==> config.mk <==
export PLATFORM = sky130hd
export DESIGN_NAME = ahb_mem_arbiter
export DESIGN_NICKNAME = d
export VERILOG_FILES = /design/src/rtl/ahb_mem_arbiter.sv
export SDC_FILE = /design/constraint.sdc
export NUM_CORES = 1
export LEC_CHECK = 0
export ABC_AREA = 0
export CORE_MARGIN = 2
export CORE_UTILIZATION = 40
export DETAILED_ROUTE_END_ITERATION = 8
export PLACE_DENSITY = 0.77
export SLEW_MARGIN = 30
export SYNTH_ARGS = -nofsm -noshare
export SYNTH_HDL_FRONTEND = slang
export SYNTH_SLANG_ARGS = --single-unit
==> constraint.sdc <==
create_clock -name clk -period 2.45 [get_ports clk]
set_input_delay 0.6125 -clock clk [delete_from_list [all_inputs] [get_ports clk]]
set_output_delay 0.6125 -clock clk [all_outputs]
set_load 0.01 [all_outputs]
==> src/rtl/ahb_mem_arbiter.sv <==
// Two-master to one-slave AHB-Lite arbiter. It shares one single-port memory
// between the core's instruction (imem) and data (dmem) ports.
// Each upstream request is captured into a hold register, and the master is
// stalled with hready until the arbiter serves it. Downstream transfers are
// issued one at a time and are never pipelined.
// dmem has priority. A consecutive-grant counter gives imem a turn after
// DMEM_MAX_CONSEC dmem grants that were issued while imem was waiting.
//
// state | meaning
// IDLE  | no transfer downstream, waiting for a pending request
// ADDR  | downstream address phase, mem_htrans = NONSEQ
// DATA  | downstream data phase for the current owner
module ahb_mem_arbiter #(
    parameter int AW              = 32,
    parameter int DW              = 32,
    parameter int DMEM_MAX_CONSEC = 4
) (
    input  logic          clk,
    input  logic          resetn,
    input  logic [1:0]    imem_htrans,
    input  logic [AW-1:0] imem_haddr,
    input  logic          imem_hwrite,
    input  logic [2:0]    imem_hsize,
    input  logic [DW-1:0] imem_hwdata,
    output logic [DW-1:0] imem_hrdata,
    output logic          imem_hready,
    output logic          imem_hresp,
    input  logic [1:0]    dmem_htrans,
    input  logic [AW-1:0] dmem_haddr,
    input  logic          dmem_hwrite,
    input  logic [2:0]    dmem_hsize,
    input  logic [DW-1:0] dmem_hwdata,
    output logic [DW-1:0] dmem_hrdata,
    output logic          dmem_hready,
    output logic          dmem_hresp,
    output logic [1:0]    mem_htrans,
    output logic [AW-1:0] mem_haddr,
    output logic          mem_hwrite,
    output logic [2:0]    mem_hsize,
    output logic [DW-1:0] mem_hwdata,
    input  logic [DW-1:0] mem_hrdata,
    input  logic          mem_hready,
    input  logic          mem_hresp
);

    localparam logic [1:0] HTRANS_IDLE   = 2'b00;
    localparam logic [1:0] HTRANS_NONSEQ = 2'b10;
    localparam logic [1:0] HTRANS_SEQ    = 2'b11;
    localparam logic [3:0] CONSEC_MAX    = 4'(DMEM_MAX_CONSEC);

    typedef enum logic [1:0] {ST_IDLE, ST_ADDR, ST_DATA} state_t;
    typedef enum logic [1:0] {OWN_NONE, OWN_I, OWN_D} owner_t;

    state_t        state_q, state_d;
    owner_t        owner_q, owner_d;
    logic [3:0]    consec_q, consec_d;

    logic          pend_i_q, pend_i_d;
    logic [AW-1:0] hold_i_addr_q, hold_i_addr_d;
    logic          hold_i_write_q, hold_i_write_d;
    logic [2:0]    hold_i_size_q, hold_i_size_d;

    logic          pend_d_q, pend_d_d;
    logic [AW-1:0] hold_d_addr_q, hold_d_addr_d;
    logic          hold_d_write_q, hold_d_write_d;
    logic [2:0]    hold_d_size_q, hold_d_size_d;

    logic [1:0]    mem_htrans_q, mem_htrans_d;
    logic [AW-1:0] mem_haddr_q, mem_haddr_d;
    logic          mem_hwrite_q, mem_hwrite_d;
    logic [2:0]    mem_hsize_q, mem_hsize_d;

    logic          done_i, done_d;
    logic          cap_i, cap_d;
    logic          arb_en;
    logic          grant_i;

    // Completion of the owner's data phase releases that upstream port.
    assign done_i = (state_q == ST_DATA) && (owner_q == OWN_I) && mem_hready;
    assign done_d = (state_q == ST_DATA) && (owner_q == OWN_D) && mem_hready;

    assign imem_hready = !pend_i_q || done_i;
    assign dmem_hready = !pend_d_q || done_d;

    // SEQ is accepted like NONSEQ because every transfer is re-issued as NONSEQ.
    assign cap_i = imem_hready && ((imem_htrans == HTRANS_NONSEQ) || (imem_htrans == HTRANS_SEQ));
    assign cap_d = dmem_hready && ((dmem_htrans == HTRANS_NONSEQ) || (dmem_htrans == HTRANS_SEQ));

    assign imem_hrdata = (owner_q == OWN_I) ? mem_hrdata : '0;
    assign dmem_hrdata = (owner_q == OWN_D) ? mem_hrdata : '0;
    assign imem_hresp  = (state_q == ST_DATA) && (owner_q == OWN_I) && mem_hresp;
    assign dmem_hresp  = (state_q == ST_DATA) && (owner_q == OWN_D) && mem_hresp;

    assign mem_htrans = mem_htrans_q;
    assign mem_haddr  = mem_haddr_q;
    assign mem_hwrite = mem_hwrite_q;
    assign mem_hsize  = mem_hsize_q;

    // Write data comes straight from the stalled owner during the data phase.
    always_comb begin
        mem_hwdata = '0;
        if (state_q == ST_DATA) begin
            if (owner_q == OWN_I)
                mem_hwdata = imem_hwdata;
            else if (owner_q == OWN_D)
                mem_hwdata = dmem_hwdata;
        end
    end

    // Request capture: a new capture wins over the clear from a completing transfer.
    always_comb begin
        pend_i_d       = pend_i_q;
        hold_i_addr_d  = hold_i_addr_q;
        hold_i_write_d = hold_i_write_q;
        hold_i_size_d  = hold_i_size_q;
        pend_d_d       = pend_d_q;
        hold_d_addr_d  = hold_d_addr_q;
        hold_d_write_d = hold_d_write_q;
        hold_d_size_d  = hold_d_size_q;
        if (cap_i) begin
            pend_i_d       = 1'b1;
            hold_i_addr_d  = imem_haddr;
            hold_i_write_d = imem_hwrite;
            hold_i_size_d  = imem_hsize;
        end else if (done_i) begin
            pend_i_d = 1'b0;
        end
        if (cap_d) begin
            pend_d_d       = 1'b1;
            hold_d_addr_d  = dmem_haddr;
            hold_d_write_d = dmem_hwrite;
            hold_d_size_d  = dmem_hsize;
        end else if (done_d) begin
            pend_d_d = 1'b0;
        end
    end

    // Next-state, arbitration and registered downstream address phase.
    // Arbitration uses the post-capture pending view, so a request captured at
    // this edge can be granted at the same edge.
    always_comb begin
        state_d      = state_q;
        owner_d      = owner_q;
        consec_d     = consec_q;
        mem_htrans_d = mem_htrans_q;
        mem_haddr_d  = mem_haddr_q;
        mem_hwrite_d = mem_hwrite_q;
        mem_hsize_d  = mem_hsize_q;
        arb_en       = 1'b0;
        grant_i      = 1'b0;

        case (state_q)
            ST_IDLE: arb_en = 1'b1;
            ST_ADDR: begin
                if (mem_hready) begin
                    state_d      = ST_DATA;
                    mem_htrans_d = HTRANS_IDLE;
                end
            end
            ST_DATA: arb_en = mem_hready;
            default: state_d = ST_IDLE;
        endcase

        if (pend_i_d && pend_d_d)
            grant_i = (consec_q == CONSEC_MAX);
        else
            grant_i = pend_i_d;

        if (arb_en) begin
            if (pend_i_d || pend_d_d) begin
                state_d      = ST_ADDR;
                mem_htrans_d = HTRANS_NONSEQ;
                if (grant_i) begin
                    owner_d      = OWN_I;
                    mem_haddr_d  = hold_i_addr_d;
                    mem_hwrite_d = hold_i_write_d;
                    mem_hsize_d  = hold_i_size_d;
                    consec_d     = 4'd0;
                end else begin
                    owner_d      = OWN_D;
                    mem_haddr_d  = hold_d_addr_d;
                    mem_hwrite_d = hold_d_write_d;
                    mem_hsize_d  = hold_d_size_d;
                    if (pend_i_d && (consec_q != 4'hF))
                        consec_d = consec_q + 4'd1;
                end
            end else begin
                state_d      = ST_IDLE;
                owner_d      = OWN_NONE;
                mem_htrans_d = HTRANS_IDLE;
            end
        end
    end

    // State, hold and output registers; reset drops any held requests.
    always_ff @(posedge clk or negedge resetn) begin
        if (!resetn) begin
            state_q        <= ST_IDLE;
            owner_q        <= OWN_NONE;
            consec_q       <= 4'd0;
            pend_i_q       <= 1'b0;
            hold_i_addr_q  <= '0;
            hold_i_write_q <= 1'b0;
            hold_i_size_q  <= 3'd0;
            pend_d_q       <= 1'b0;
            hold_d_addr_q  <= '0;
            hold_d_write_q <= 1'b0;
            hold_d_size_q  <= 3'd0;
            mem_htrans_q   <= HTRANS_IDLE;
            mem_haddr_q    <= '0;
            mem_hwrite_q   <= 1'b0;
            mem_hsize_q    <= 3'd0;
        end else begin
            state_q        <= state_d;
            owner_q        <= owner_d;
            consec_q       <= consec_d;
            pend_i_q       <= pend_i_d;
            hold_i_addr_q  <= hold_i_addr_d;
            hold_i_write_q <= hold_i_write_d;
            hold_i_size_q  <= hold_i_size_d;
            pend_d_q       <= pend_d_d;
            hold_d_addr_q  <= hold_d_addr_d;
            hold_d_write_q <= hold_d_write_d;
            hold_d_size_q  <= hold_d_size_d;
            mem_htrans_q   <= mem_htrans_d;
            mem_haddr_q    <= mem_haddr_d;
            mem_hwrite_q   <= mem_hwrite_d;
            mem_hsize_q    <= mem_hsize_d;
        end
    end

endmodule

; ---- Word level (Yosys, flattened, before mapping)
; Index checks and enable logic that the tools add are counted.
[word_totals]
register_bits = 120
in_bits = 176
out_inout_bits = 138
wordCells = 86
[classes]
addsub = 1
eq_ne = 12
muxes = 32
n_reduce_logical = 26
[ops]
columns = operator, count
row1 = two-way mux 32 bit, 8
row2 = two-way mux 2 bit, 8
row3 = == test 2 bit (second input constant), 6
row4 = logical AND 1 bit, 10
row5 = two-way mux 1 bit, 9
row6 = two-way mux 3 bit, 3
row7 = two-way mux 4 bit, 2
row8 = AND reduction 2 bit, 3
row9 = nonzero test 2 bit, 3
row10 = logical OR 1 bit, 5
row11 = adder 4 x 1 -> 4 bit (second input constant), 1
row12 = == test 2 x 1 -> 1 bit (second input constant), 2
row13 = == test 4 x 3 -> 1 bit (second input constant), 1
row14 = inequality test 4 bit (second input constant), 1
row15 = one-hot mux 2 bit (2 select lines), 1
row16 = inequality test 3 bit (second input constant), 1
row17 = AND reduction 3 bit, 1
row18 = logical NOT 1 bit, 2
row19 = logical NOT 2 bit, 1
row20 = inequality test 2 x 1 -> 1 bit (second input constant), 1
row21 = one-hot mux 1 bit (2 select lines), 1
row22 = OR reduction 2 bit, 1

; ---- Longest topological paths before layout
; Gate-level depths: netlist of run 1.
[logic_depth]
depth_word = 10
depth_mapped = 9
mapped_depth_nobuf = 7

; ---- Least setup slack after synthesis of run 1
; OpenSTA, ideal clock, no wires.
[synth_path]
path_kind = input to register
startpoint = input mem_hready
endpoint = register mem_haddr_q[10], in the netlist mem_haddr[10]
setup_time_ns = 0.131
arrival_ns = 2.040
required_ns = 2.319
setup_slack_ns = 0.279
path_stages = 7
path_buffers = 2
path_cell_list = clkbuf_2 nand3b_1 o22ai_2 buf_2 mux2_2 mux2i_1 mux2i_1
[synth_between]
elab_cells_between_ends = 18
cone_classes = mux (9) / reduce/logical (9)
[synth_lines]
columns = item, line_no
row1 = "start, declared", 42  ; input logic mem_hready,
row2 = logical AND 1 bit, 79  ; assign done_i = (state_q == ST_DATA) && (owner_q == OWN_I) && mem_hready;
row3 = logical OR 1 bit, 82  ; assign imem_hready = !pend_i_q || done_i;
row4 = logical AND 1 bit, 86  ; assign cap_i = imem_hready && ((imem_htrans == HTRANS_NONSEQ) || (imem_htrans == HTRANS_SEQ));
row5 = two-way mux 32 bit, 120  ; if (cap_i) begin
row6 = net hold_i_addr_d[10], 59  ; logic [AW-1:0] hold_i_addr_q, hold_i_addr_d;
row7 = two-way mux 32 bit, 173  ; if (grant_i) begin
row8 = "end signal, assigned", 226  ; mem_haddr_q <= mem_haddr_d;
row9 = "end, declared", 69  ; logic [AW-1:0] mem_haddr_q, mem_haddr_d;
; The timed path passes the listed nets, and every way through them passes these cells.
; A chain may end at the register's enable or synchronous reset.

; ---- Final worst setup path of run 1
[layout_path]
startpoint = register owner_q[1]
endpoint = output mem_hwdata[14]
[layout_between]
elab_chain_len = 4
elab_cells_between_ends = 5
cone_classes = eq/ne (2) / mux (3)
[layout_lines]
columns = item, line_no
row1 = "start, declared", 55  ; owner_t owner_q, owner_d;
row2 = "start signal, assigned", 215  ; owner_q <= owner_d;
row3 = == test 2 bit, 105  ; else if (owner_q == OWN_D)
row4 = two-way mux 32 bit, 105
row5 = two-way mux 32 bit *, 103  ; if (owner_q == OWN_I)
row6 = two-way mux 32 bit *, 102  ; if (state_q == ST_DATA) begin
row7 = "end, declared", 40  ; output logic [DW-1:0] mem_hwdata,
; Every way passes the cells marked *; elsewhere a longest branch is shown, timed or not.

==> metrics.txt, run 1 <==
status=finished, final reports clean; CP arrival=about 1.8 ns; Achievable Freq=slightly above 400 MHz; clk slew on worst S/H paths=0.06 ns; RR Startpoint=state_q[0]; syn nets=approximately 660; pwr dens=1120 nW/um2; Internal=7.74 mW; Clock Latency Late Sink=0.41 ns; Initial Util=around 41%; Via-to-Cell Ratio=between 4 and 5; Peak VDD IR=0.000624 V; number of instances in the synthesized netlist=just under 500; Die ar.=between 15000 and 20000 um2; post-layout util=between 70% and 80%; Comb pwr share=48.0%; Req. time, crit path=around 1.8 ns; Flop pwr share=between 20 and 30%; placed cell area=between 9000 and 10000 um2; Hold Slack=roughly 0.21 ns; fin crit share=~100%; antenna viol nets, final=0; reg2reg path depth=8; Area Overhead vs Synth=70.5%; layout cell share with drive strength beyond 1=around a fifth; Die Y=127 um; pin count of the biggest net entering global routing=47; Period minus WS final=roughly 2.4 ns; clock network power share=a little under a quarter; # rows=44; num ports=roughly 310; drt total wl=around 21000 um; Cell variety after synth=38; drt pass-1 iters=4; Remaining Overflow, GRT=0; Final Power=approximately 11 mW; kind of critical path=flip-flop to primary output; DRC Markers=0; Max Cap Viol=0; Core ar.=around 15000 um2; min-delay worst type=input pin to asynchronous set/reset pin; Leak=5.04 nW; routed vias=5067; Starting DRT DRC Count=approximately 230; Slew Limit Fails=0; Tightest Pin Transition=0.592 ns; worst rel slew slack=about three fifths; Worst Setup EP=mem_hwdata[14]; synthesized area=roughly 6000 um2; Critical Path Sink Type=primary output; Startpoint Class=flip-flop; Nets=roughly 1000; final-report hold violation count=0; r2r setup slk=approximately 0.41 ns; Yosys warnings=0; CTS tree=built; cts bufs inserted=17; Seq/Total Area, Yosys=49.6%; deepest clock path buffer count=2; Setup Skew=around 0.0063 ns; Setup Viol. Count Final=0; CTS Hold Buffers Added=0; switch share=around 32%; cell area after layout=10200 um2; GPL Wtd Cong=1.01; port buffer count=310; post-DP HPWL=around 16000 um; die width=127 um; Avg WL per Cell=approximately 20 um; first-pass GRT wire length=31600 um; worst-path maximum fanout=16; setup TNS=0 ns; # fillers=around 1100; #FFs+latches synth=between 100 and 150; Crit. Startpoint=owner_q[1]; H-tree depth=4; root buffer cell=clkbuf_16; Avg Cell Area, Syn=12.4 um2; Sink Count=~120; Global Route Usage Sum=approximately a quarter; vias in the first global route=around 5500; worst r2r dst=mem_haddr[7]; initial antenna violation count=2; switching power=3.70 mW
==> cell usage in the layout (no fill, tap or decap), types with 5 or more instances in the layout <==
cell type,instances
mux2_4,30
buf_12,12
buf_4,16
clkinv_4,5
clkbuf_2,7
clkinvlp_4,5
mux2i_1,72
dfrtp_1,119
and2_1,66
a22o_1,30
mux2_2,42
inv_1,41
nand2_1,8
buf_6,8
dlygate4sd2_1,68
clkbuf_16,18
clkdlybuf4s50_1,209
clkdlybuf4s15_1,22
==> state kept, by name, indices dropped and copies added (netlist names) <==
register	cells
pend_d_q	1
hold_i_size_q	3
owner_q	2
hold_d_addr_q	32
mem_htrans	1
mem_hwrite	1
state_q	2
hold_d_size_q	3
hold_d_write_q	1
hold_i_addr_q	32
hold_i_write_q	1
consec_q	4
pend_i_q	1
mem_haddr	32
mem_hsize	3
==> final cells by class <==
type                    count  area [um2]  area share, %
repair buffers            347        3480           34.0
flip-flops and latches    119        2980           29.1
multi-input cells         294        2760           26.9
clock buffers              18         439           4.29
well taps                 184         230           2.25
clock inverters            14         201           1.97
inverters                  41         154           1.50
diodes                      2        5.00         0.0489
==> routing by layer <==
metal	wire, um	track usage [%]	vias up
met2	10900	45.0	204
li1	-	-	2340
met3	1540	6.28	27
met1	8020	31.3	2496
met5	0	0	-
met4	396	7.63	0
==> synth_stat cells, drive strengths merged <==
| cell type | number | area [um2] |
|---|---|---|
| o2bb2ai | 1 | 8.76 |
| o31ai | 1 | 7.51 |
| nand2 | 8 | 30.0 |
| o2111a | 1 | 11.3 |
| ha | 2 | 25.0 |
| and3 | 2 | 12.5 |
| nand3 | 2 | 10.0 |
| xor2 | 2 | 17.5 |
| nand2b | 3 | 18.8 |
| a31o | 1 | 8.76 |
| conb | 1 | 3.75 |
| mux2 | 72 | 923 |
| nand3b | 2 | 15.0 |
| mux2i | 72 | 721 |
| inv | 41 | 154 |
| nor2 | 4 | 17.5 |
| o21a | 1 | 7.51 |
| o22ai | 3 | 25.0 |
| nor2b | 3 | 18.8 |
| a21o | 1 | 7.51 |
| a21oi | 1 | 5.00 |
| o21ai | 7 | 35.0 |
| nor3 | 1 | 5.00 |
| and4bb | 2 | 25.0 |
| dfrtp | 119 | 2980 |
| and2 | 66 | 413 |
| buf | 18 | 139 |
| clkbuf | 13 | 50.0 |
| nand4 | 2 | 12.5 |
| a31oi | 1 | 21.3 |
| a22o | 32 | 280 |
==> through the flow <==
stage	std cells	setup WS (ns)
after floorplan	485	0.279
after global placement	975	-0.182
after detailed placement	975	-0.185
after CTS	1015	-0.199
after global routing	1019	-0.0308
final	1019	0.0250
==> worst min path at each step <==
stage,to,slack [ns],depth (start not counted)
global placement,mem_htrans[1],0.46,2
CTS,mem_haddr[21],0.22,1
finish,mem_haddr[21],0.21,1
global route,mem_haddr[21],0.24,1
floorplan,consec_q[0],0.32,0
detailed placement,hold_d_size_q[2],0.48,1
==> cell families (layout without fill, tap and decap cells) <==
family                   count (synthesis)  count (layout)  share of synthesized area (%)
AO/OA/AOI/OAI                           50              50                           6.96
XOR/XNOR                                 2               2                          0.292
adder cells (fa/ha/maj)                  2               2                          0.417
buffers and inverters                   72             420                           5.71
flip-flops                             119             119                           49.6
multiplexers                           144             144                           27.4
other                                    1               3                         0.0624
AND/OR/NAND/NOR                         95              95                           9.62
==> power groups by stage <==
| stage | Sequential (mW) | Combinational (mW) | Clock, mW |
|---|---|---|---|
| 2_1_floorplan | 3.41 | 2.85 | 0 |
| 3_3_place_gp | 3.30 | 5.31 | 0 |
| 4_1_cts | 3.33 | 5.48 | 2.68 |
| 6_report | 3.32 | 5.49 | 2.63 |
| 3_5_place_dp | 3.35 | 5.49 | 0 |
| 5_1_grt | 3.42 | 5.91 | 2.76 |
==> timing repair <==
item                       CTS  global route
setup buffers                2             1
gates resized for setup    129            35
hold endpoints to repair     0             0
pin swaps                    1             1
gates cloned                 6             1
setup endpoints to repair  100            43
==> critical path, cell delays in order (launching register included) <==
cell,delay [ns]
dfrtp_1,0.41
and4bb_4,0.39
buf_16,0.16
a22o_1,0.16
dlygate4sd2_1,0.28
Power figures use the tool's default switching activity.
==> inputs of run 2 (changes only) <==
--- a/config.mk
+++ b/config.mk
@@ -7,10 +7,9 @@
 export LEC_CHECK = 0
 export ABC_AREA = 0
 export CORE_MARGIN = 2
-export CORE_UTILIZATION = 40
+export CORE_UTILIZATION = 36
 export DETAILED_ROUTE_END_ITERATION = 8
-export PLACE_DENSITY = 0.77
-export SLEW_MARGIN = 30
+export PLACE_DENSITY = 0.73
 export SYNTH_ARGS = -nofsm -noshare
 export SYNTH_HDL_FRONTEND = slang
 export SYNTH_SLANG_ARGS = --single-unit
==> constraint.sdc (replaced) <==
create_clock -name clk -period 2.14 [get_ports clk]
set_input_delay 0.535 -clock clk [delete_from_list [all_inputs] [get_ports clk]]
set_output_delay 0.535 -clock clk [all_outputs]
set_load 0.01 [all_outputs]
==> run 2 against run 1 <==
The run now ends with negative setup slack left. Sequential share of layout area is 1.7 points lower. Routed wire length increased by 15%. Critical endpoint is now mem_hwdata[21]. Largest cell class unchanged. Global-route usage is 0.22 points higher. Critical path type unchanged. Non-clock buffer count rose by 34. Largest power group unchanged. Hold slack got worse by 0.11 ns. Sequential power up 15%. Clock power shrank 3%. Via count grew 6.3%. Utilization is 4.1 points lower. Cell count up 7.2%. Highest routed layer unchanged. Total power up 21%. Sequential cell count unchanged.
==> metrics.txt, run 2 (synthesized netlist as in run 1, its figures left out) <==
Slew Limit Fails=0 (unchanged); Max Cap Viol=0 (unchanged); deepest clock path buffer count=2 (unchanged); Core ar.=16500 um2 (+13%); Peak VDD IR=0.000805 V (+29%); vias in the first global route=5663 (+3.2%); switch share=33.2% (+0.91 points); first-pass GRT wire length=34200 um (+8.2%); Global Route Usage Sum=25.9% (+0.22 points); setup slack after layout=-0.116 ns (-0.141 ns); DRC Markers=0 (unchanged); port buffer count=310 (unchanged); Avg WL per Cell=21.9 um (+7.1%); fin crit share=105%; Setup Viol. Count Final=89 (+89); RSZ-0062 raised after global routing=yes; Via-to-Cell Ratio=4.93 (-0.79%); Critical Path Sink Type=primary output; pin count of the biggest net entering global routing=38 (-19%); root buffer cell=clkbuf_16; routed vias=5387 (+6.3%); Nets=1032 (+3.4%); Setup Skew=0.00478 ns (-0.00148 ns); layout cell share with drive strength beyond 1=40.3% (+21 points); num ports=314 (unchanged); cts bufs inserted=17 (unchanged); Comb pwr share=54.0% (+6.0 points); Crit path max-delay family=buffers and inverters; worst rel slew slack=65.9% (+5.4 points); Die Y=133 um (+5.2%); Startpoint Class=flip-flop; status=finished, violations left; Layout Cells excl Fill=1092 (+7.2%); Hold Slack=0.0992 ns (-0.108 ns); commonest cells after routing, fill and taps aside=209 x clkdlybuf4s50_1, 119 x dfrtp_1, 92 x buf_6; placed cell area=9620 um2 (+0.97%); post-DP HPWL=16800 um (+7.2%); switching power=4.60 mW (+24%); Period minus WS final=~2.3 ns; Remaining Overflow, GRT=0 (unchanged); Req. time, crit path=1.60 ns (-0.24 ns); pre-CTS setup slack=-0.372 ns (-0.187 ns); pwr dens=1270 nW/um2 (+14%); # rows=47 (+6.8%); Internal=9.23 mW (+19%); Flop pwr share=27.6% (-1.4 points); commonest non-fill, non-tap cell in the layout=clkdlybuf4s50_1; Die ar.=17700 um2 (+11%); delay of the slowest critical-path stage=0.41 ns (about the same); Clock Latency Late Sink=0.40 ns (about the same); H-tree depth=4 (unchanged); kind of critical path=flip-flop to primary output; Achievable Freq=about 440 MHz; clock network power share=18.4% (-4.6 points); placed cell count=1019 (+4.5%); Initial Util=36.5% (-4.7 points); Leak=5.26 nW (+4.5%); clk slew on worst S/H paths=0.05 ns (about the same); CTS Hold Buffers Added=0 (unchanged); worst-path maximum fanout=8 (-8); crit path buf inv count=3 (+1); Sink Count=119 (unchanged); min-delay worst type=input pin to asynchronous set/reset pin; crit path max-delay cell type=dfrtp_1; Area Overhead vs Synth=81.3%; cell area after layout=10900 um2 (+6.3%); final-report hold violation count=0 (unchanged); die width=133 um (+5.2%); Starting DRT DRC Count=205 (-10%); drt pass-1 iters=4 (unchanged); CTS tree=built; antenna viol nets, final=0 (unchanged); failing checks=negative setup slack; Tightest Pin Transition=0.511 ns (-0.0813 ns); worst path cell trace=and4bb_4 > buf_6 > buf_6 > a22o_1 > buf_2; GPL Wtd Cong=1.07 (+5.9%); initial antenna violation count=4 (+2); CP dominant cell by count=buf_6; setup TNS=-5.09 ns (-5.09 ns); drt total wl=23900 um (+15%); CP arrival=1.72 ns (-0.09 ns)
==> run 2: changes by cell type in the layout (fill, tap and decap cells not counted), moves of 6 or more <==
cell	change
clkbuf_2	-6
mux2_2	-6
and2_4	+55
clkdlybuf4s15_1	-22
mux2_4	+6
dlygate4sd2_1	-68
buf_2	+28
buf_4	+13
buf_6	+84
and2_1	-55
==> run 2: layout make-up <==
class	instances	area, um2
Clock buffer	18	439
Timing Repair Buffer	381	3960
Clock inverter	14	104
Tap cell	220	275
Fill cell	1210	5580
Sequential cell	119	2980
Multi-Input combinational cell	294	2970
Inverter	41	154
Antenna cell	5	12.5
==> run 2: metrics by stage <==
stage          util, %  power (mW)
6_report          66.1        13.8
2_1_floorplan        -        7.17
3_3_place_gp      58.4        9.91
5_1_grt           66.1        14.6
3_5_place_dp      58.4        10.2
4_1_cts           64.0        13.1
==> run 2: power groups by stage <==
stage	combinational (mW)	sequential (mW)	clock, mW
final	7.47	3.81	2.55
after global routing	7.93	3.93	2.73
after CTS	6.69	3.82	2.61
after detailed placement	6.35	3.84	0
after global placement	6.13	3.77	0
after floorplan	3.26	3.91	0
==> run 2: path summary, 6_finish.rpt <==
path / from / to / slack (ns) / cells past startpoint
max: owner_q[1] / mem_hwdata[21] / -0.12 / 5
min: resetn / hold_i_addr_q[5] / 0.1 / 1
max reg2reg: owner_q[0] / mem_hsize[1] / -0.09 / 8
min reg2reg: mem_htrans[1] / mem_htrans[1] / 0.48 / 2
max in group asynchronous: resetn / mem_haddr[19] / 1.39 / 2
min in group clk: mem_htrans[1] / mem_htrans[1] / 0.48 / 2
==> run 2: what timing repair did <==
action                     CTS  global route
pin swaps                   33            33
gates cloned                11             3
setup endpoints to repair  105           135
gates resized for setup    403           199
buffers inserted            12            14
==> run 2: per-layer routing <==
layer / share of wire, % / track usage [%] / vias up / wire length [um]
met2: 50 / 44.0 / 239 / 11900
met3: 6.8 / 6.85 / 53 / 1630
li1: - / - / 2412 / -
met5: 0 / 0 / - / 0
met1: 39 / 30.7 / 2683 / 9360
met4: 4.4 / 12.4 / 0 / 1050
==> inputs of run 3 (changes only) <==
--- a/config.mk
+++ b/config.mk
@@ -10,6 +10,7 @@
 export CORE_UTILIZATION = 36
 export DETAILED_ROUTE_END_ITERATION = 8
 export PLACE_DENSITY = 0.73
+export RECOVER_POWER = 100
 export SYNTH_ARGS = -nofsm -noshare
 export SYNTH_HDL_FRONTEND = slang
 export SYNTH_SLANG_ARGS = --single-unit
==> run 3 against run 2 <==
The flow still finishes with violations (negative setup slack). Clock skew hardly changed. Non-clock buffer count stayed put. Design area is 0.34% lower. Sequential share of layout area is 0.095 points higher. Critical endpoint is now mem_hwdata[26].
==> metrics.txt, run 3 (synthesized netlist as in run 1, its figures left out) <==
pwr dens=1260 nW/um2 (-1.1%); CTS tree=built; final-report hold violation count=0 (unchanged); Global Route Usage Sum=25.9% (unchanged); kind of critical path=flip-flop to primary output; failing checks=negative setup slack; worst-path maximum fanout=7 (-1); min-delay worst type=input pin to asynchronous set/reset pin; Sink Count=119 (unchanged); Avg WL per Cell=21.9 um (-0.12%); Setup Skew=0.00514 ns (+0.000357 ns); Slew Limit Fails=0 (unchanged); Remaining Overflow, GRT=0 (unchanged); setup TNS=-4.87 ns (+0.227 ns); drt pass-1 iters=4 (unchanged); fin crit share=106% (+0.14 points); Starting DRT DRC Count=221 (+7.8%); commonest cells after routing, fill and taps aside=172 x clkdlybuf4s50_1, 119 x dfrtp_1, 92 x buf_6; Nets=1032 (unchanged); num ports=314 (unchanged); vias in the first global route=5663 (unchanged); # fillers=1217 (+0.58%); Leak=5.30 nW (+0.62%); drt total wl=23900 um (about the same); H-tree depth=4 (unchanged); Die Y=133 um (unchanged); footprint of the multi-input gates=2970 um2 (unchanged); Achievable Freq=443 MHz (-0.13%); Max Cap Viol=0 (unchanged); die width=133 um (unchanged); Clock Latency Late Sink=0.40 ns (about the same); port buffer count=310 (unchanged); Tightest Pin Transition=0.981 ns (+0.471 ns); post-DP HPWL=16800 um (unchanged); CP arrival=1.72 ns (about the same); # rows=47 (unchanged); Critical Path Sink Type=primary output; routed vias=5368 (-0.35%); DRC Markers=0 (unchanged); Area Overhead vs Synth=80.6%; Initial Util=36.5% (unchanged); sequential cell area=2980 um2 (unchanged); Period minus WS final=2.26 ns (+0.00304 ns); Via-to-Cell Ratio=4.91 (-0.44%); commonest non-fill, non-tap cell in the layout=clkdlybuf4s50_1; worst rel slew slack=34.6% (-31 points); antenna viol nets, final=0 (unchanged); status=finished, violations left; Startpoint Class=flip-flop; GPL Wtd Cong=1.07 (unchanged); root buffer cell=clkbuf_16; first-pass GRT wire length=34200 um (unchanged); deepest clock path buffer count=2 (unchanged); cts bufs inserted=17 (unchanged); RSZ-0062 raised after global routing=yes; Req. time, crit path=1.60 ns (about the same); Die ar.=17700 um2 (unchanged); pin count of the biggest net entering global routing=38 (unchanged); Peak VDD IR=0.000801 V (-0.45%); initial antenna violation count=4 (unchanged); layout cell share with drive strength beyond 1=38.1% (-2.2 points); Setup Viol. Count Final=89 (unchanged); Hold Slack=0.257 ns (+0.157 ns); setup slack after layout=-0.119 ns (-0.00304 ns); Core ar.=16500 um2 (unchanged); clk slew on worst S/H paths=0.05 ns (about the same)
-- run 3: path summary, 6_finish.rpt --
| kind | start | endpoint | slack (ns) | depth (start not counted) |
|---|---|---|---|---|
| setup / recovery | owner_q[0] | mem_hwdata[26] | -0.12 | 5 |
| hold / removal | resetn | hold_i_addr_q[5] | 0.26 | 1 |
| setup reg to reg | owner_q[0] | mem_hsize[1] | -0.09 | 8 |
| hold reg to reg | mem_htrans[1] | mem_htrans[1] | 0.47 | 2 |
| max in group asynchronous | resetn | mem_hsize[2] | 0.44 | 2 |
| min in group clk | mem_htrans[1] | mem_htrans[1] | 0.47 | 2 |
-- run 3: what timing repair did --
item / 4_1_cts / 5_1_grt
gates cloned: 11 / 3
hold buffers: 0 / 0
endpoints found under the setup margin: 105 / 135
gates resized for setup: 403 / 199
pin swaps: 33 / 33
setup buffers: 12 / 14
-- run 3: power by group --
group	switching (mW)	total, mW	internal, mW
registers	0.428	3.79	3.36
logic	3.11	7.29	4.19
clock network	1.04	2.55	1.51
total	4.57	13.6	9.06
-- run 3: area by class of cell --
cell class | instances | share of cell area, %
clock inverters | 14 | 0.957
well taps | 220 | 2.54
diodes | 6 | 0.138
flip-flops and latches | 119 | 27.4
clock buffers | 18 | 4.05
multi-input cells | 294 | 27.3
inverters | 41 | 1.42
repair buffers | 381 | 36.1
-- run 3: layer usage --
metal  vias up  routed length (um)  track usage, %
met5         -                   0               0
met4         0                1050            12.4
met3        53                1690            6.85
met2       228               11900            44.0
met1      2673                9280            30.7
li1       2414                   -               -
-- run 3: critical path, cell delays in order, from the launching register on --
cell	delay (ns)
dfrtp_1	0.40
and4bb_4	0.25
buf_12	0.14
buf_16	0.14
a22o_4	0.26
buf_6	0.13
-- run 3: per-stage QoR --
stage	util [%]	setup slack, ns	std cells	instance area (um2)	power (mW)
2_1_floorplan	-	0.0463	485	6010	7.17
3_3_place_gp	58.4	-0.333	1019	9620	9.91
3_5_place_dp	58.4	-0.372	1019	9620	10.2
4_1_cts	64.0	-0.178	1073	10500	13.1
5_1_grt	65.9	-0.172	1091	10800	14.4
6_report	65.9	-0.119	1093	10900	13.6
